$ cat src/rtl/pipe_stage_skid.sv
// Handshaked pipeline stage register with optional 2-entry skid buffer.
// Opaque DW-bit payload, valid/ready flow control and synchronous flush.
`timescale 1ns/1ps

module pipe_stage_skid #(
    parameter int unsigned DW             = 32,
    parameter bit          SKID_EN        = 1'b1,
    parameter bit          CLEAR_ON_FLUSH = 1'b0
) (
    input  logic          clk_i,
    input  logic          rst_i,
    input  logic          flush_i,
    input  logic          in_valid_i,
    output logic          in_ready_o,
    input  logic [DW-1:0] in_data_i,
    output logic          out_valid_o,
    input  logic          out_ready_i,
    output logic [DW-1:0] out_data_o,
    output logic [1:0]    occupancy_o
);

    typedef enum logic [1:0] {
        EMPTY = 2'd0,
        FULL  = 2'd1,
        SKID  = 2'd2
    } state_t;

    state_t        state_q;
    logic [DW-1:0] main_q;
    logic [DW-1:0] skid_q;
    logic          valid_q;
    logic          ready_q;
    logic [1:0]    occ_q;
    logic          in_fire;

    assign in_fire = in_valid_i & in_ready_o;

    // With the skid buffer, upstream ready is a flop so out_ready_i never
    // reaches in_ready_o combinationally; without it, ready looks through.
    assign in_ready_o  = SKID_EN ? ready_q : (~valid_q | out_ready_i);
    assign out_valid_o = valid_q;
    assign out_data_o  = main_q;
    assign occupancy_o = occ_q;

    always_ff @(posedge clk_i or posedge rst_i) begin
        if (rst_i) begin
            state_q <= EMPTY;
            main_q  <= '0;
            skid_q  <= '0;
            valid_q <= 1'b0;
            ready_q <= 1'b1;
            occ_q   <= 2'd0;
        end else if (flush_i) begin
            state_q <= EMPTY;
            valid_q <= 1'b0;
            ready_q <= 1'b1;
            occ_q   <= 2'd0;
            if (CLEAR_ON_FLUSH) begin
                main_q <= '0;
                skid_q <= '0;
            end
        end else begin
            case (state_q)
                EMPTY: begin
                    if (in_fire) begin
                        main_q  <= in_data_i;
                        state_q <= FULL;
                        valid_q <= 1'b1;
                        occ_q   <= 2'd1;
                    end
                end
                FULL: begin
                    if (in_fire && out_ready_i) begin
                        main_q <= in_data_i;
                    end else if (out_ready_i) begin
                        state_q <= EMPTY;
                        valid_q <= 1'b0;
                        occ_q   <= 2'd0;
                    end else if (in_fire && SKID_EN) begin
                        skid_q  <= in_data_i;
                        state_q <= SKID;
                        ready_q <= 1'b0;
                        occ_q   <= 2'd2;
                    end
                end
                SKID: begin
                    if (out_ready_i) begin
                        main_q  <= skid_q;
                        state_q <= FULL;
                        ready_q <= 1'b1;
                        occ_q   <= 2'd1;
                    end
                end
                default: begin
                    state_q <= EMPTY;
                    valid_q <= 1'b0;
                    ready_q <= 1'b1;
                    occ_q   <= 2'd0;
                end
            endcase
        end
    end

endmodule

$ cat config.mk
export PLATFORM = sky130hd
export DESIGN_NAME = pipe_stage_skid
export DESIGN_NICKNAME = d
export VERILOG_FILES = /design/src/rtl/pipe_stage_skid.sv
export SDC_FILE = /design/constraint.sdc
export NUM_CORES = 1
export LEC_CHECK = 0
export ABC_AREA = 1
export BUFFER_PORTS_ARGS = -buffer_cell sky130_fd_sc_hd__buf_4
export CAP_MARGIN = 20
export CELL_PAD_IN_SITES_DETAIL_PLACEMENT = 1
export CELL_PAD_IN_SITES_GLOBAL_PLACEMENT = 1
export CORE_UTILIZATION = 45
export CTS_BUF_LIST = sky130_fd_sc_hd__clkbuf_4
export CTS_CLUSTER_SIZE = 30
export DETAILED_ROUTE_END_ITERATION = 10
export PLACE_DENSITY = 0.95
export SLEW_MARGIN = 20
export SYNTH_ARGS = -nofsm -noshare
export SYNTH_HDL_FRONTEND = slang
export SYNTH_SLANG_ARGS = --single-unit
$ cat constraint.sdc
create_clock -name clk_i -period 4.24 [get_ports clk_i]
set_clock_uncertainty 0.2 [all_clocks]
set_input_delay 1.272 -clock clk_i [delete_from_list [all_inputs] [get_ports clk_i]]
set_output_delay 1.272 -clock clk_i [all_outputs]
set_load 0.01 [all_outputs]
==> flow_metrics.py <==
metrics = {
    "routing": {
        "totalWireLength_mm": 7.66,
        "ant_nets": 0,
        "wl_per_cell_um": 14.6,
        "num_vias": 2603,
        "first_iter_violations": 120,
        "firstDrtPassIters": 4,
        "avgViaCountPerCell": 4.95,
        "drc_errors": 0,
    },
    "grt": {
        "met1_usage_pct": 27.6,
        "grt_pass1_vias": 2788,
        "antenna_found_initial": 0,
        "grt.busiest_layer": "met2",
        "grt_overflow_total": 0,
        "grt_util_all_layers_pct": 23.1,
        "use_met3_pct": 5.10,
        "grtUsageMet2_pct": 40.0,
        "grt_pass1_wl_mm": 13.1,
        "grt_max_degree": 66,
    },
    "floorplanning": {
        "die_h_um": 85.9,
        "initial_core_util_pct": 46.6,
        "fp.dieArea_um2": 7370,
        "rows": 30,
        "io_pins": 73,
        "core_area_um2": 6790,
        "die-width_um": 85.9,
    },
    "clock_tree": {
        "cts_resized": 0,
        "clk_pin_slew_worst_paths_ns": 0.11,
        "postCtsHoldBufs": 0,
        "clk_latency_ns": 0.41,
        "h-tree-depth": 3,
        "cts.path.max_buffers": 2,
        "cts_tree": "yes",
        "cts_buffers": 9,
        "clockRootBuffer": "clkbuf_4",
        "cts_setup_buffers": 0,
        "cts.sinks": 68,
    },
    "power_and_ir_drop": {
        "swShare_pct": 33.6,
        "power_frac_comb_pct": 31.5,
        "switchingPower_mw": 0.726,
        "p_leak_nw": 1.96,
        "seqPwrFrac_pct": 48.3,
        "p_int_mw": 1.44,
        "power_frac_clock_pct": 20.2,
        "powerDensity_nw_per_um2": 564,
        "peakVddDrop_v": 0.000247,
    },
    "synthesis": {
        "synth_area_um2": 3170,
        "ys_warn_count": 0,
        "seq_area_frac_synth_pct": 53.8,
        "synthCells": 359,
        "synth.distinct_cells": 22,
        "synth-seq-cells": 68,
        "syn-num-nets": 396,
        "avgSynthCellArea_um2": 8.82,
    },
    "sta": {
        "tightestPinTransition_ns": 1.03,
        "min_period_ns": 2.79,
        "rsz0062_at_grt": "false",
        "setup_slack_ns": 1.45,
        "fmax_mhz": 358,
        "setup_violations": 0,
        "slew_violations": 0,
        "fin_crit_sh_pct": 65.9,
        "setup_tns_ns": 0,
        "slew_headroom_pct": 31.5,
        "hold_viol": 0,
    },
    "worst_setup_path": {
        "r2r_slack_ns": 1.90,
        "cpLargestDelayFamily": "simple AND/OR/NAND/NOR gates",
        "cp.required_ns": 4.33,
        "crit_end": "skid_q[24]$_DFFE_PP0P_",
        "startpoint": "flush_i",
        "crit_slowest_cell": "nand2_2",
        "rr_startpoint": "occupancy_o[0]$_DFFE_PP0P_",
        "crit_fanout": 46,
        "arrival_ns": 2.89,
        "startpoint_type": "input port",
        "crit_cells": 8,
        "crit_chain": "buf_4 > nor2_2 > inv_1 > nor2_2 > nand2_2 > buf_4 > nor2_1 > a21oi_2",
        "reg2reg_depth": 8,
        "criticalPathCategory": "in -> reg",
        "path_buf_inv": 3,
        "timing.rr.end": "occupancy_o[0]$_DFFE_PP0P_",
        "slowest_delay_ns": 0.47,
        "end_kind": "flip-flop",
    },
    "placed_design": {
        "place_ws_ns": 1.04,
        "hpwl_mm": 5.45,
        "port-buffer-count": 72,
        "gp_congestion": 0.835,
    },
    "job": {
        "cap_violations": 0,
    },
    "final_layout": {
        "drive_above_1_share_pct": 28.1,
        "syn2layout_area_growth_pct": 21.0,
        "finalNetCount": 462,
        "num_antenna_cells": 0,
    },
    "worst_hold_path": {
        "hp-class": "reg -> reg",
    },
    "outcome": {
        "outcome": "finished clean",
    },
}
## power by group through the flow
stage	clock, mW	combinational, mW	sequential [mW]
detailed placement	0	0.689	1.06
global route	0.475	0.768	1.08
finish	0.436	0.681	1.04
floorplan	0	0.356	1.08
global placement	0	0.644	1.04
CTS	0.446	0.693	1.05
## Yosys cell counts
library cell    n  area share [%]
a21oi_1         1            0.16
a21oi_2         9             2.5
buf_2           6            0.95
buf_4           3            0.71
buf_6           9             3.2
clkbuf_1        2            0.24
dfrtp_1        67              53
dfstp_2         1            0.83
inv_1          38             4.5
inv_2           3            0.36
nand2_1       104              12
nand2_2         2            0.40
nand3_1         4            0.63
nand3_4         1            0.55
nand3b_1        1            0.24
nand4_1         1            0.20
nor2_1         17             2.0
nor2_2          2            0.40
o21a_1         22             5.2
o21ai_0        16             2.5
o21ai_1        40             6.3
o21ai_2        10             2.8
## tightest hold or removal path, cell delays in order, from the launching register on
cell	delay, ns
dfstp_2	0.40
nand2_1	0.06
nand2_1	0.04
## logic make-up (layout without fill, tap and decap cells)
kind of cell           Yosys count  after routing  share of synthesized area [%]
AO/OA/AOI/OAI                   98             98                           19.5
buffers and inverters           61            132                           9.96
flip-flops                      68             68                           53.8
AND/OR/NAND/NOR                132            132                           16.8
## cells in the final DEF (no fill, tap or decap), types with 2 or more instances in the layout
| master | n |
|---|---|
| inv_1 | 37 |
| o21a_1 | 22 |
| a21oi_2 | 9 |
| nand2_1 | 103 |
| nand2_2 | 3 |
| nand3_1 | 4 |
| buf_4 | 75 |
| o21ai_0 | 16 |
| dfrtp_1 | 67 |
| nor2_1 | 17 |
| clkbuf_4 | 14 |
| o21ai_1 | 40 |
| o21ai_2 | 10 |
| inv_2 | 4 |
| nor2_2 | 2 |
## flip-flops by register name, indices dropped and copies added (netlist names)
register     count
out_data_o      32
skid_q          32
occupancy_o      2
in_ready_o       1
out_valid_o      1
## how the worst min path moves through the flow
stage / startpoint / end / slack (ns) / cells past startpoint
detailed placement: out_data_o[2]$_DFFE_PP0P_ / out_data_o[2]$_DFFE_PP0P_ / 0.27 / 2
global route: out_data_o[13]$_DFFE_PP0P_ / out_data_o[13]$_DFFE_PP0P_ / 0.33 / 2
CTS: in_ready_o$_DFFE_PP1P_ / in_ready_o$_DFFE_PP1P_ / 0.29 / 2
global placement: skid_q[7]$_DFFE_PP0P_ / skid_q[7]$_DFFE_PP0P_ / 0.27 / 2
floorplan: skid_q[0]$_DFFE_PP0P_ / skid_q[0]$_DFFE_PP0P_ / 0.25 / 2
finish: in_ready_o$_DFFE_PP1P_ / in_ready_o$_DFFE_PP1P_ / 0.29 / 2
## metal layers
layer	share of wire [%]	wire length, um
met1	42	3210
met2	53	4040
met3	3.6	275
met4	1.7	131
met5	0	0
## per-stage QoR
step                      cell area, um^2  power (mW)  cells  hold WS, ns  util (%)
after global placement               3690        1.68    510        0.266      54.3
after global routing                 3830        2.32    526        0.328      56.4
final                                3830        2.16    526        0.291      56.4
after floorplan                      3170        1.43    359        0.253         -
after CTS                            3830        2.19    526        0.295      56.4
after detailed placement             3690        1.75    510        0.274      54.3
## final cells by class
cell class | instances | area (um^2)
clock buffers | 14 | 105
well taps | 96 | 120
clock inverters | 2 | 35.0
repair buffers | 75 | 563
multi-input cells | 230 | 1150
flip-flops and latches | 68 | 1700
fillers | 820 | 2960
inverters | 41 | 154
(Power assumes the default switching activity.)
